## src/rtl/el2_exu_div_noc_ctrl_if.sv

```systemverilog
// EXU divide / divider NoC handshake bundle.
// slave is the controller side; master is the EXU + NoC environment side.
interface el2_exu_div_noc_ctrl_if;
  logic        req_valid;
  logic        req_ready;
  logic        req_sign;
  logic        req_rem;
  logic [31:0] req_dividend;
  logic [31:0] req_divisor;
  logic        cancel;
  logic        snd_enable;
  logic        snd_flush;
  logic [2:0]  snd_dp;
  logic        snd_cancel;
  logic [31:0] snd_dividend;
  logic [31:0] snd_divisor;
  logic        snd_ack;
  logic        rsp_valid;
  logic [31:0] rsp_data;
  logic        out_valid;
  logic [31:0] out_data;
  logic        busy;
  logic        timeout_err;
  logic        stray_rsp;

  modport slave (
    input  req_valid, req_sign, req_rem,
    input  req_dividend, req_divisor, cancel,
    input  snd_ack, rsp_valid, rsp_data,
    output req_ready, snd_enable, snd_flush,
    output snd_dp, snd_cancel,
    output snd_dividend, snd_divisor,
    output out_valid, out_data, busy,
    output timeout_err, stray_rsp
  );

  modport master (
    output req_valid, req_sign, req_rem,
    output req_dividend, req_divisor, cancel,
    output snd_ack, rsp_valid, rsp_data,
    input  req_ready, snd_enable, snd_flush,
    input  snd_dp, snd_cancel,
    input  snd_dividend, snd_divisor,
    input  out_valid, out_data, busy,
    input  timeout_err, stray_rsp
  );
endinterface

```

## src/rtl/el2_exu_div_noc_ctrl.sv

```systemverilog
// One-at-a-time divide sequencer between EXU issue and the divider NoC.
// Latches operands for the sender, tracks cancel/timeout, returns result.
module el2_exu_div_noc_ctrl #(
  parameter int TIMEOUT_CYCLES = 1023,
  parameter int CNT_W          = 10
) (
  input logic clk_noc,
  input logic rst_l,
  el2_exu_div_noc_ctrl_if.slave bus
);

  typedef enum logic [1:0] {
    IDLE, SEND, WAIT_RSP, FLUSH
  } state_t;

  localparam logic [CNT_W-1:0] CNT_LAST =
    CNT_W'(TIMEOUT_CYCLES - 1);

  state_t      state_q, state_d;
  logic [2:0]  dp_q, dp_d;
  logic [31:0] dvd_q, dvd_d;
  logic [31:0] dvs_q, dvs_d;
  logic        killed_q, killed_d;
  logic [CNT_W-1:0] cnt_q, cnt_d;
  logic        ready_q, ready_d;
  logic        busy_q, busy_d;
  logic        en_q, en_d;
  logic        flush_q, flush_d;
  logic        ov_q, ov_d;
  logic [31:0] od_q, od_d;
  logic        to_q, to_d;
  logic        stray_q, stray_d;

  always_comb begin
    state_d  = state_q;
    dp_d     = dp_q;
    dvd_d    = dvd_q;
    dvs_d    = dvs_q;
    killed_d = killed_q;
    cnt_d    = cnt_q;
    od_d     = od_q;
    ov_d     = 1'b0;
    to_d     = 1'b0;
    stray_d  = 1'b0;
    unique case (state_q)
      IDLE: begin
        stray_d = bus.rsp_valid;
        // ready_q also masks the first cycle after reset release
        if (ready_q && bus.req_valid && !bus.cancel) begin
          state_d  = SEND;
          dp_d     = {1'b1, bus.req_sign, bus.req_rem};
          dvd_d    = bus.req_dividend;
          dvs_d    = bus.req_divisor;
          killed_d = 1'b0;
        end
      end
      SEND: begin
        stray_d = bus.rsp_valid;
        if (bus.cancel) killed_d = 1'b1;
        if (bus.snd_ack) begin
          state_d = WAIT_RSP;
          cnt_d   = '0;
        end
      end
      WAIT_RSP: begin
        cnt_d = cnt_q + 1'b1;
        if (bus.cancel) killed_d = 1'b1;
        if (bus.rsp_valid) begin
          state_d  = FLUSH;
          dp_d[2]  = 1'b0;
          if (!killed_q && !bus.cancel) begin
            ov_d = 1'b1;
            od_d = bus.rsp_data;
          end
        end else if (cnt_q == CNT_LAST) begin
          state_d = FLUSH;
          dp_d[2] = 1'b0;
          to_d    = 1'b1;
        end
      end
      FLUSH: begin
        stray_d = bus.rsp_valid;
        state_d = IDLE;
      end
      default: state_d = IDLE;
    endcase
    ready_d = (state_d == IDLE);
    busy_d  = (state_d != IDLE);
    en_d    = (state_d == SEND);
    flush_d = (state_d == FLUSH);
  end

  always_ff @(posedge clk_noc or negedge rst_l) begin
    if (!rst_l) begin
      state_q  <= IDLE;
      dp_q     <= '0;
      dvd_q    <= '0;
      dvs_q    <= '0;
      killed_q <= 1'b0;
      cnt_q    <= '0;
      ready_q  <= 1'b0;
      busy_q   <= 1'b0;
      en_q     <= 1'b0;
      flush_q  <= 1'b0;
      ov_q     <= 1'b0;
      od_q     <= '0;
      to_q     <= 1'b0;
      stray_q  <= 1'b0;
    end else begin
      state_q  <= state_d;
      dp_q     <= dp_d;
      dvd_q    <= dvd_d;
      dvs_q    <= dvs_d;
      killed_q <= killed_d;
      cnt_q    <= cnt_d;
      ready_q  <= ready_d;
      busy_q   <= busy_d;
      en_q     <= en_d;
      flush_q  <= flush_d;
      ov_q     <= ov_d;
      od_q     <= od_d;
      to_q     <= to_d;
      stray_q  <= stray_d;
    end
  end

  assign bus.req_ready    = ready_q;
  assign bus.busy         = busy_q;
  assign bus.snd_enable   = en_q;
  assign bus.snd_flush    = flush_q;
  assign bus.snd_dp       = dp_q;
  assign bus.snd_dividend = dvd_q;
  assign bus.snd_divisor  = dvs_q;
  // a cancel seen together with snd_ack must still reach the packet
  assign bus.snd_cancel   =
    (state_q == SEND) && (killed_q || bus.cancel);
  assign bus.out_valid    = ov_q;
  assign bus.out_data     = od_q;
  assign bus.timeout_err  = to_q;
  assign bus.stray_rsp    = stray_q;

endmodule

```

## src/flat_wrapper.sv

```systemverilog
// flat-port wrapper written by rule: the top's interface ports become plain ports
module el2_exu_div_noc_ctrl_flat 
#(
  parameter int TIMEOUT_CYCLES = 1023,
  parameter int CNT_W          = 10
)
  (clk_noc, rst_l, bus_req_valid, bus_req_sign, bus_req_rem, bus_req_dividend, bus_req_divisor, bus_cancel, bus_snd_ack, bus_rsp_valid, bus_rsp_data, bus_req_ready, bus_snd_enable, bus_snd_flush, bus_snd_dp, bus_snd_cancel, bus_snd_dividend, bus_snd_divisor, bus_out_valid, bus_out_data, bus_busy, bus_timeout_err, bus_stray_rsp);
  el2_exu_div_noc_ctrl_if bus_i ();
  input logic clk_noc;
  input logic rst_l;
  input wire logic [$bits(bus_i.req_valid)-1:0] bus_req_valid;
  input wire logic [$bits(bus_i.req_sign)-1:0] bus_req_sign;
  input wire logic [$bits(bus_i.req_rem)-1:0] bus_req_rem;
  input wire logic [$bits(bus_i.req_dividend)-1:0] bus_req_dividend;
  input wire logic [$bits(bus_i.req_divisor)-1:0] bus_req_divisor;
  input wire logic [$bits(bus_i.cancel)-1:0] bus_cancel;
  input wire logic [$bits(bus_i.snd_ack)-1:0] bus_snd_ack;
  input wire logic [$bits(bus_i.rsp_valid)-1:0] bus_rsp_valid;
  input wire logic [$bits(bus_i.rsp_data)-1:0] bus_rsp_data;
  output wire logic [$bits(bus_i.req_ready)-1:0] bus_req_ready;
  output wire logic [$bits(bus_i.snd_enable)-1:0] bus_snd_enable;
  output wire logic [$bits(bus_i.snd_flush)-1:0] bus_snd_flush;
  output wire logic [$bits(bus_i.snd_dp)-1:0] bus_snd_dp;
  output wire logic [$bits(bus_i.snd_cancel)-1:0] bus_snd_cancel;
  output wire logic [$bits(bus_i.snd_dividend)-1:0] bus_snd_dividend;
  output wire logic [$bits(bus_i.snd_divisor)-1:0] bus_snd_divisor;
  output wire logic [$bits(bus_i.out_valid)-1:0] bus_out_valid;
  output wire logic [$bits(bus_i.out_data)-1:0] bus_out_data;
  output wire logic [$bits(bus_i.busy)-1:0] bus_busy;
  output wire logic [$bits(bus_i.timeout_err)-1:0] bus_timeout_err;
  output wire logic [$bits(bus_i.stray_rsp)-1:0] bus_stray_rsp;
  assign bus_i.req_valid = bus_req_valid;
  assign bus_i.req_sign = bus_req_sign;
  assign bus_i.req_rem = bus_req_rem;
  assign bus_i.req_dividend = bus_req_dividend;
  assign bus_i.req_divisor = bus_req_divisor;
  assign bus_i.cancel = bus_cancel;
  assign bus_i.snd_ack = bus_snd_ack;
  assign bus_i.rsp_valid = bus_rsp_valid;
  assign bus_i.rsp_data = bus_rsp_data;
  assign bus_req_ready = bus_i.req_ready;
  assign bus_snd_enable = bus_i.snd_enable;
  assign bus_snd_flush = bus_i.snd_flush;
  assign bus_snd_dp = bus_i.snd_dp;
  assign bus_snd_cancel = bus_i.snd_cancel;
  assign bus_snd_dividend = bus_i.snd_dividend;
  assign bus_snd_divisor = bus_i.snd_divisor;
  assign bus_out_valid = bus_i.out_valid;
  assign bus_out_data = bus_i.out_data;
  assign bus_busy = bus_i.busy;
  assign bus_timeout_err = bus_i.timeout_err;
  assign bus_stray_rsp = bus_i.stray_rsp;
  el2_exu_div_noc_ctrl #(.TIMEOUT_CYCLES(TIMEOUT_CYCLES), .CNT_W(CNT_W)) u_core (.clk_noc(clk_noc), .rst_l(rst_l), .bus(bus_i));
endmodule
```

## config.mk

```make
export PLATFORM = sky130hd
export DESIGN_NAME = el2_exu_div_noc_ctrl_flat
export DESIGN_NICKNAME = d
export VERILOG_FILES = /design/src/rtl/el2_exu_div_noc_ctrl_if.sv /design/src/rtl/el2_exu_div_noc_ctrl.sv /design/src/flat_wrapper.sv
export SDC_FILE = /design/constraint.sdc
export NUM_CORES = 1
export LEC_CHECK = 0
export BUFFER_PORTS_ARGS = -buffer_cell sky130_fd_sc_hd__buf_2
export CORE_MARGIN = 4
export CORE_UTILIZATION = 35
export CTS_BUF_LIST = sky130_fd_sc_hd__clkbuf_16
export CTS_CLUSTER_SIZE = 30
export DETAILED_ROUTE_END_ITERATION = 10
export SETUP_SLACK_MARGIN = 0.1
export SLEW_MARGIN = 20
export SYNTH_ARGS = -nofsm -noshare
export SYNTH_HDL_FRONTEND = slang
export SYNTH_SLANG_ARGS = --single-unit
```

## constraint.sdc

```tcl
create_clock -name clk_noc -period 2.1 [get_ports clk_noc]
set_clock_uncertainty 0.1 [all_clocks]
set_input_delay 0.42 -clock clk_noc [delete_from_list [all_inputs] [get_ports clk_noc]]
set_output_delay 0.42 -clock clk_noc [all_outputs]
set_load 0.05 [all_outputs]
```

======== Word level (Yosys, flattened, before mapping) ========
Index checks and enable logic that the tools add are counted.
word-level totals
  register bits ........................... 119
  output and inout port bits .............. 107
  word-level logic and storage cells ...... 67
cells by class
  add/subtract/negate cells ............... 1
  eq/ne operators ......................... 10
  multiplexer cells ....................... 21
  reduce and logical (&&, ||, !) cells .... 20
operators by type and width
  kind                                                                    number
  10-bit one-hot mux with 2 select lines                                  1
  1-bit two-way mux                                                       11
  10-bit by 1-bit adder with 10-bit output (second input constant)        1
  10-bit equality test (second input constant)                            1
  10-bit two-way mux                                                      1
  3-bit AND reduction                                                     3
  2-bit two-way mux                                                       4
  2-bit one-hot mux with 4 select lines                                   1
  2-bit nonzero test                                                      4
  2-bit equality test (second input constant)                             3
  2-bit by 1-bit equality test with 1-bit output (second input constant)  2
  1-bit logical AND                                                       4
  2-bit zero test                                                         2
  2-bit by 1-bit != test with 1-bit output (second input constant)        2
  1-bit one-hot mux with 2 select lines                                   2
  2-bit AND reduction                                                     2
  3-bit two-way mux                                                       1
  3-bit by 2-bit != test with 1-bit output (second input constant)        1
  3-bit OR reduction                                                      1
  1-bit zero test                                                         2
  2-bit != test (second input constant)                                   1
  2-bit OR reduction                                                      1
  1-bit logical OR                                                        1

======== Depth between registers and ports, before layout ========
Gate-level depths: netlist of run 1.
  depth in word-level cells ............... 5
  depth in mapped cells ................... 8

======== Worst setup path after synthesis of run 1 ========
No wires, ideal clock.
  path kind ............................... register to register
  from .................................... reg u_core.ready_q, in the netlist u_core.bus.req_ready
  to ...................................... reg u_core.dvd_q[18], in the netlist u_core.bus.snd_dividend[18]
  arrival ................................. 1.552 ns
  required time ........................... 1.875 ns
  path slack .............................. 0.323 ns
  stages on the path, launching flop included .. 6
  period minus slack after synthesis ...... 1.777 ns
  cell sequence ........................... dfrtp_1 and3b_2 nand2_2 buf_6 buf_6 mux2_4
between the ends
  word-level cells in the longest chain between the ends .. 3
RTL lines
  item                                  line                         source
  from (decl)                           el2_exu_div_noc_ctrl.sv:25   logic ready_q, ready_d;
  from (signal assigned)                el2_exu_div_noc_ctrl.sv:116  ready_q <= ready_d;
  1-bit logical AND (2 in a row)        el2_exu_div_noc_ctrl.sv:49   if (ready_q && bus.req_valid && !bus.cancel) begin
  2-bit AND reduction (no source line)  -
  to (signal assigned)                  el2_exu_div_noc_ctrl.sv:112  dvd_q <= dvd_d;
  to (decl)                             el2_exu_div_noc_ctrl.sv:21   logic [31:0] dvd_q, dvd_d;
No other way between the ends.
A chain may end at the register's enable or synchronous reset.

======== Worst setup path after layout of run 1 ========
  from .................................... reg u_core.state_q[1]
  to ...................................... out bus_snd_cancel
between the ends
  word-level cells in the longest chain between the ends .. 2
RTL lines
  item                                            line                         source
  from (decl)                                     el2_exu_div_noc_ctrl.sv:19   state_t state_q, state_d;
  from (signal assigned)                          el2_exu_div_noc_ctrl.sv:110  state_q <= state_d;
  2-bit by 1-bit equality test with 1-bit output  el2_exu_div_noc_ctrl.sv:136  (state_q == SEND) && (killed_q || bus.cancel);
  1-bit logical AND                               el2_exu_div_noc_ctrl.sv:136
  to (decl)                                       flat_wrapper.sv:24           output wire logic [$bits(bus_i.snd_cancel)-1:0] bus_snd_cancel;
No other way between the ends.

==> flow_summary.json, run 1 <==
{
  "n_antenna_cell": 0,
  "async_flop_share_pct": 100,
  "worstPathCellList": "inv_2 > ha_4 > o21a_1 > buf_6",
  "yosysTopAreaCellShare_pct": 62.0,
  "clk_path_buf_depth": 2,
  "finalSetupViolCount": 0,
  "area_growth_syn_to_layout_pct": 39.6,
  "gr-total-overflow": 0,
  "syn_nets": 418,
  "drive_gt1_share_pct": 64.7,
  "die_area_sq_um": 15700,
  "pin_count": 211,
  "rsz0062_at_grt": "false",
  "cts_sinks": 119,
  "cts_tree": "yes",
  "crit_path_start_kind": "register",
  "endpoint_kind": "output port",
  "fin_nets": 646,
  "initial_core_util_pct": 36.0,
  "routed-via-count": 3310,
  "max_freq_ghz": 0.531,
  "ant_nets": 0,
  "status": "finished, violations left",
  "ys_warn_count": 0,
  "hold_viol": 15,
  "synth-seq-cells": 119,
  "wl_per_cell_um": 14.9,
  "cts_made_buffers": 17,
  "critical-path-max-stage-delay_ps": 410,
  "finalSetupTns_ps": 0,
  "cts_hold_buf": 0,
  "netlist_instances": 308,
  "synthTopCellsByArea": "dfrtp_1, mux2_2, mux2_4",
  "fin_cells": 725,
  "synth_area_sq_um": 4800,
  "tightest_slew_ps": 664,
  "wl_um": 10800,
  "drt_iter0_drc": 87,
  "num_rows": 42,
  "final_util_pct": 50.3,
  "synth_cell_types": 37,
  "die_y_um": 125,
  "grt_pass1_wl_um": 17800,
  "netlist_top_cells_count": "dfrtp_1, mux2_2, mux2_4, nor2_1, nand2_1",
  "period_share_pct": 89.8,
  "core_area_sq_um": 13300,
  "route.detailed.drc": 0,
  "die_w_um": 125,
  "hp-class": "in -> async",
  "crit_required_ps": 1580,
  "clockRootBuffer": "clkbuf_16",
  "syn_area_per_cell_sq_um": 15.6,
  "relSlewSlack_pct": 55.8,
  "slew_viol_final": 0,
  "place_hpwl_um": 7880,
  "arrival_ps": 1360,
  "track_usage_pct": 14.3,
  "dpl.cell_count": 690,
  "maxCapViolations": 0,
  "path_clk_slew_ps": 50,
  "synth_edf_count": 0,
  "grt_max_degree": 120,
  "antenna_found_initial": 0,
  "vias_per_cell": 4.57,
  "place_congestion": 0.777,
  "synth_flop_cell": "dfrtp_1",
  "finalCriticalPeriod_ps": 1880,
  "worst_path_max_delay_cell": "dfrtp_1",
  "clk_latency_ps": 400,
  "first_global_vias": 3522,
  "synth.most_common_cell": "dfrtp_1",
  "failed_checks": "negative hold slack",
  "drtPass1Iterations": 4,
  "crit_type": "reg -> out",
  "path_max_fanout": 5,
  "whs_ps": -21.0,
  "synth.yosys.seq_area_share_pct": 62.0,
  "htreeDepth": 4,
  "synth_top_area_cell": "dfrtp_1",
  "port_buffers": 210
}
-- per-stage QoR --
step	cell area (sq um)	setup slack, ps	hold slack [ps]
floorplan	4800	323	24.4
global placement	6090	282	383
detailed placement	6090	244	389
CTS	6680	115	27.7
global route	6710	119	53.0
finish	6710	215	-21.0
-- state kept, by name, indices dropped and copies added, names as in the netlist, 2 cells and up --
| name | flops |
|---|---|
| u_core.bus.out_data | 32 |
| u_core.bus.snd_dividend | 32 |
| u_core.bus.snd_divisor | 32 |
| u_core.cnt_q | 10 |
| u_core.bus.snd_dp | 3 |
| u_core.state_q | 2 |
-- worst max-delay path: cells and delay by family (launching register included) --
kind | cells | cell delay [ps]
AOI/OAI and AO/OA | 1 | 140
adders and majority gates | 1 | 160
DFF | 1 | 410
buffers and inverters | 2 | 260
-- kinds of logic (layout without fill, tap and decap cells) --
group	after synthesis	after routing	share of synthesized area, %
adders and majority gates	6	6	1.56
buffers and inverters	17	258	2.32
and+or+nand+nor	45	45	5.13
muxes	102	102	26.2
xor gates and xnor gates	5	5	0.912
AOI/OAI and AO/OA	14	14	1.90
DFF	119	119	62.0
-- final timing paths --
kind | start | to | slack, ps | cells after the start
worst max register to register | u_core.state_q[0]$_DFF_PN0_ | u_core.cnt_q[9]$_DFFE_PN0P_ | 230 | 6
min in group clk_noc | bus_req_dividend[12] | u_core.bus.snd_dividend[12]$_DFFE_PN0P_ | 140 | 2
worst min register to register | u_core.bus.out_data[22]$_DFFE_PN0P_ | u_core.bus.out_data[22]$_DFFE_PN0P_ | 400 | 1
max in group asynchronous | rst_l | u_core.state_q[0]$_DFF_PN0_ | 1380 | 2
worst max-delay path | u_core.state_q[1]$_DFF_PN0_ | bus_snd_cancel | 220 | 4
worst min-delay path | rst_l | u_core.bus.out_data[28]$_DFFE_PN0P_ | -20 | 2
-- final cells by class --
class	instances	area, sq um
fillers	1206	6640
flip-flops and latches	119	2980
well taps	176	220
clock buffers	17	425
repair buffers	221	1180
inverters	5	18.8
clock inverters	15	145
multi-input cells	172	1740
-- cell usage in the layout, fill, tap and decap left out, drive strengths merged, types with 6 or more instances in the layout --
cell type and count:
nor2 13, o21ai 6, buf 221, dfrtp 119, mux2 100, clkinv 8
clkbuf 17, nand2 10, inv 8, ha 6
-- metal layers --
metal | vias up | track usage, % | wire length (um)
met5 | - | 0 | 0
met4 | 0 | 4.85 | 189
met3 | 21 | 6.74 | 901
met2 | 138 | 23.3 | 5230
met1 | 1610 | 16.7 | 4490
li1 | 1541 | - | -
-- timing repair --
item / CTS / global route
hold endpoints to repair: 0 / 0
resized for setup: 4 / 2
buffers inserted: 0 / 3
setup endpoints to repair: 1 / 3
pin swaps: 0 / 0
Power of run 1 is not shown: default switching activity piles up to over one toggle a cycle in this logic, so the estimate is an artifact.
==> run 2: changes to the inputs <==
--- a/config.mk
+++ b/config.mk
@@ -7,10 +7,11 @@
 export LEC_CHECK = 0
 export BUFFER_PORTS_ARGS = -buffer_cell sky130_fd_sc_hd__buf_2
 export CORE_MARGIN = 4
-export CORE_UTILIZATION = 35
+export CORE_UTILIZATION = 38
 export CTS_BUF_LIST = sky130_fd_sc_hd__clkbuf_16
 export CTS_CLUSTER_SIZE = 30
 export DETAILED_ROUTE_END_ITERATION = 10
+export PLACE_DENSITY = 0.66
 export SETUP_SLACK_MARGIN = 0.1
 export SLEW_MARGIN = 20
 export SYNTH_ARGS = -nofsm -noshare
==> run 2 against run 1 <==
Compared with the run above:
- core utilization increased by 4.9 points
- critical endpoint unchanged
- the flow now finishes without violations
- global-route usage is 1.1 points higher
- register-to-register slack got worse by 20 ps
- final area grew 0.35%
- clock-buffer cell count did not move
- setup slack got worse by 48 ps
==> flow_summary.json, run 2 (synthesized netlist as in run 1, its figures left out) <==
{
  "fin_nets": 651,
  "clk_path_buf_depth": 2,
  "maxCapViolations": 0,
  "routed-via-count": 3353,
  "die_area_sq_um": 14500,
  "pin_count": 211,
  "tightest_slew_ps": 388,
  "gr-total-overflow": 0,
  "wl_um": 11400,
  "fill_cells": 1059,
  "port_buffers": 210,
  "antenna_found_initial": 0,
  "rsz0062_at_grt": "true",
  "path_max_fanout": 6,
  "cts_sinks": 119,
  "die_y_um": 120,
  "path_clk_slew_ps": 50,
  "worst-r2r-setup-slack_ps": 210,
  "status": "complete, no violations",
  "worst-r2r-cell-count": 7,
  "drive_gt1_share_pct": 65.1,
  "hold_viol": 0,
  "hp-class": "in -> reg",
  "drtPass1Iterations": 4,
  "num_rows": 40,
  "arrival_ps": 1410,
  "place_area_sq_um": 6130,
  "final_util_pct": 55.1,
  "area_growth_syn_to_layout_pct": 40.1,
  "wl_per_cell_um": 15.8,
  "top_layer": "met4",
  "drt_iter0_drc": 101,
  "die_w_um": 120,
  "endpoint_kind": "output port",
  "place_hpwl_um": 8350,
  "finalInstanceArea_sq_um": 6730,
  "crit_type": "reg -> out",
  "crit_end": "bus_snd_cancel",
  "finalSetupViolCount": 0,
  "ant_nets": 0,
  "wl_met1_um": 4540,
  "max_freq_ghz": 0.517,
  "vias_per_cell": 4.67,
  "period_share_pct": 92.0,
  "clockRootBuffer": "clkbuf_16",
  "clk_latency_ps": 400,
  "relSlewSlack_pct": 74.1,
  "whs_ps": 150,
  "route.detailed.drc": 0,
  "worstReg2RegStart": "u_core.state_q[0]$_DFF_PN0_",
  "cts_tree": "yes",
  "final_common_cell": "buf_2",
  "place_congestion": 0.819,
  "htreeDepth": 4,
  "grt_max_degree": 52,
  "reg2reg_to": "u_core.bus.out_data[16]$_DFFE_PN0P_",
  "worst_path_max_delay_cell": "dfrtp_1",
  "track_usage_pct": 15.4,
  "cts_made_buffers": 17,
  "worstPathCellList": "inv_2 > ha_4 > o21a_1 > buf_4",
  "first_global_vias": 3558,
  "crit_path_start_kind": "register",
  "wl_met3_um": 719,
  "core_area_sq_um": 12200,
  "finalSetupTns_ps": 0,
  "critical-path-max-stage-delay_ps": 410,
  "crit_start": "u_core.state_q[1]$_DFF_PN0_",
  "met2_length_um": 5780,
  "final_cell_mix": "buf_2, dfrtp_1, mux2_2, mux2_4, clkbuf_16",
  "finalCriticalPeriod_ps": 1930,
  "n_antenna_cell": 0,
  "slew_viol_final": 0,
  "grt_pass1_wl_um": 17600,
  "crit_required_ps": 1580,
  "initial_core_util_pct": 39.3
}
run 2: routing by layer:
layer / track usage [%] / up-vias
li1: - / 1557
met2: 26.3 / 125
met1: 17.3 / 1649
met4: 8.07 / 0
met5: 0 / -
met3: 4.72 / 22
run 2: worst min path at each step:
stage,startpoint,end,slack [ps],depth (start not counted)
floorplan,rst_l,u_core.bus.busy$_DFF_PN0_,20,0
global placement,rst_l,u_core.bus.snd_dp[2]$_DFFE_PN0P_,270,1
detailed placement,rst_l,u_core.killed_q$_DFFE_PN0P_,270,1
CTS,bus_req_divisor[27],u_core.bus.snd_divisor[27]$_DFFE_PN0P_,130,2
global route,bus_req_divisor[31],u_core.bus.snd_divisor[31]$_DFFE_PN0P_,130,2
finish,bus_req_divisor[27],u_core.bus.snd_divisor[27]$_DFFE_PN0P_,150,2
run 2: what timing repair did:
item	4_1_cts	5_1_grt
setup endpoints to repair	1	69
endpoints found under the hold margin	26	0
hold buffers	1	0
resized for setup	3	5
setup buffers	0	1
cloned	0	2
run 2: layout make-up:
class	instances	area, sq um	area share (%)
flip-flops and latches	119	2980	44.3
multi-input cells	172	1750	26.0
repair buffers	226	1280	19.0
clock buffers	17	425	6.32
well taps	168	210	3.12
clock inverters	11	72.6	1.08
inverters	5	18.8	0.279
run 2: metrics by stage:
stage                     cells  setup slack, ps
after floorplan             308              323
after global placement      686              201
after detailed placement    686              166
after CTS                   715              111
after global routing        718             96.9
final                       718              167
run 2: worst max-delay path: cells and delay by family (launching register included):
family	cells	cell delay (ps)
adders and majority gates	1	180
buffers and inverters	2	290
AOI/OAI and AO/OA	1	130
DFF	1	410
Power of run 2 is left out for the same reason.
==> run 3: changes to the inputs <==
--- a/config.mk
+++ b/config.mk
@@ -5,7 +5,7 @@
 export SDC_FILE = /design/constraint.sdc
 export NUM_CORES = 1
 export LEC_CHECK = 0
-export BUFFER_PORTS_ARGS = -buffer_cell sky130_fd_sc_hd__buf_2
+export BUFFER_PORTS_ARGS = -buffer_cell sky130_fd_sc_hd__clkbuf_2
 export CORE_MARGIN = 4
 export CORE_UTILIZATION = 38
 export CTS_BUF_LIST = sky130_fd_sc_hd__clkbuf_16
==> run 3 against run 2 <==
Compared with the run above:
- core utilization fell by 0.22 points
- final cell count did not move
- setup slack got worse by 8.3 ps
- flip-flop and latch count did not move
- critical endpoint unchanged
- highest routed layer unchanged
==> flow_summary.json, run 3 (synthesized netlist as in run 1, its figures left out) <==
{
  "cts_hold_buf": 0,
  "hold_viol": 0,
  "wl_per_cell_um": 16.2,
  "worstPathCellList": "inv_2 > ha_4 > o21a_1 > buf_6",
  "clockRootBuffer": "clkbuf_16",
  "maxCapViolations": 0,
  "critical-path-max-stage-delay_ps": 420,
  "relSlewSlack_pct": 58.8,
  "endpoint_kind": "output port",
  "place_congestion": 0.778,
  "arrival_ps": 1420,
  "period_share_pct": 92.4,
  "route.detailed.drc": 0,
  "worst_path_max_delay_cell": "dfrtp_1",
  "status": "complete, no violations",
  "cts_made_buffers": 17,
  "grt_use_met1_pct": 17.4,
  "finalSetupTns_ps": 0,
  "num_rows": 40,
  "hp-class": "in -> async",
  "finalInstanceArea_sq_um": 6710,
  "die_y_um": 120,
  "cts_sinks": 119,
  "track_usage_pct": 16.3,
  "wl_um": 11600,
  "grt_use_met3_pct": 6.41,
  "vias_per_cell": 4.65,
  "die_area_sq_um": 14500,
  "path_max_fanout": 6,
  "place_hpwl_um": 8500,
  "final_cell_mix": "clkbuf_2, dfrtp_1, mux2_2, mux2_4, clkbuf_16",
  "crit_path_start_kind": "register",
  "path_clk_slew_ps": 50,
  "path_buf_inv": 2,
  "crit_type": "reg -> out",
  "htreeDepth": 4,
  "grt_pass1_wl_um": 18100,
  "area_growth_syn_to_layout_pct": 39.6,
  "tightest_slew_ps": 618,
  "max_freq_ghz": 0.515,
  "initial_core_util_pct": 39.3,
  "first_global_vias": 3575,
  "drtPass1Iterations": 4,
  "die_w_um": 120,
  "finalSetupViolCount": 0,
  "final_common_cell": "clkbuf_2",
  "slew_viol_final": 0,
  "gr-total-overflow": 0,
  "finalCriticalPeriod_ps": 1940,
  "clk_path_buf_depth": 2,
  "pin_count": 211,
  "crit_required_ps": 1580,
  "routed-via-count": 3338,
  "port_buffers": 210,
  "antenna_found_initial": 0,
  "place_area_sq_um": 6120,
  "rsz0062_at_grt": "true",
  "grt_util_met2_pct": 28.6,
  "grt_max_degree": 120,
  "ant_nets": 0,
  "fin_nets": 650,
  "grt_busiest_layer": "met2",
  "core_area_sq_um": 12200,
  "cts_tree": "yes",
  "cp_top_family": "flip-flops",
  "n_antenna_cell": 0,
  "drt_iter0_drc": 114,
  "drive_gt1_share_pct": 64.9,
  "clk_latency_ps": 400
}
-- run 3: final cells by class --
type                            instances  area, sq um
Fill cell                            1079         5510
Timing Repair Buffer                  225         1240
Sequential cell                       119         2980
Clock inverter                         12         76.3
Tap cell                              168          210
Multi-Input combinational cell        172         1750
Clock buffer                           17          425
Inverter                                5         18.8
-- run 3: worst paths after layout --
path | to | slack, ps | from | depth (start not counted)
worst max-delay path | bus_snd_cancel | 160 | u_core.state_q[1]$_DFF_PN0_ | 4
worst min-delay path | u_core.bus.snd_dp[2]$_DFFE_PN0P_ | 20 | rst_l | 2
worst max register to register | u_core.bus.out_data[29]$_DFFE_PN0P_ | 200 | u_core.state_q[0]$_DFF_PN0_ | 7
worst min register to register | u_core.bus.snd_dp[0]$_DFFE_PN0P_ | 400 | u_core.bus.snd_dp[0]$_DFFE_PN0P_ | 1
max in group asynchronous | u_core.bus.snd_dividend[28]$_DFFE_PN0P_ | 1440 | rst_l | 2
min in group clk_noc | u_core.bus.snd_divisor[17]$_DFFE_PN0P_ | 140 | bus_req_divisor[17] | 2
-- run 3: stage by stage --
step	utilization (%)	hold slack [ps]	setup slack (ps)	cells
detailed placement	50.1	394	90.5	685
global placement	50.1	388	183	685
finish	54.9	16.3	159	718
CTS	54.4	31.4	60.4	714
floorplan	-	24.4	323	308
global route	54.9	47.4	92.2	718
-- run 3: repair_timing --
item                                   4_1_cts  5_1_grt
buffers inserted                             0        2
pin swaps                                    0        1
setup endpoints to repair                   13       33
resized for setup                            4        6
endpoints found under the hold margin        0        0
cloned                                       0        2
-- run 3: routing by layer --
metal  routed length [um]  vias up
li1                     -     1550
met1                 4420     1656
met2                 6240      120
met3                  851       12
met4                  128        0
met5                    0        -
Power of run 3 is left out for the same reason.
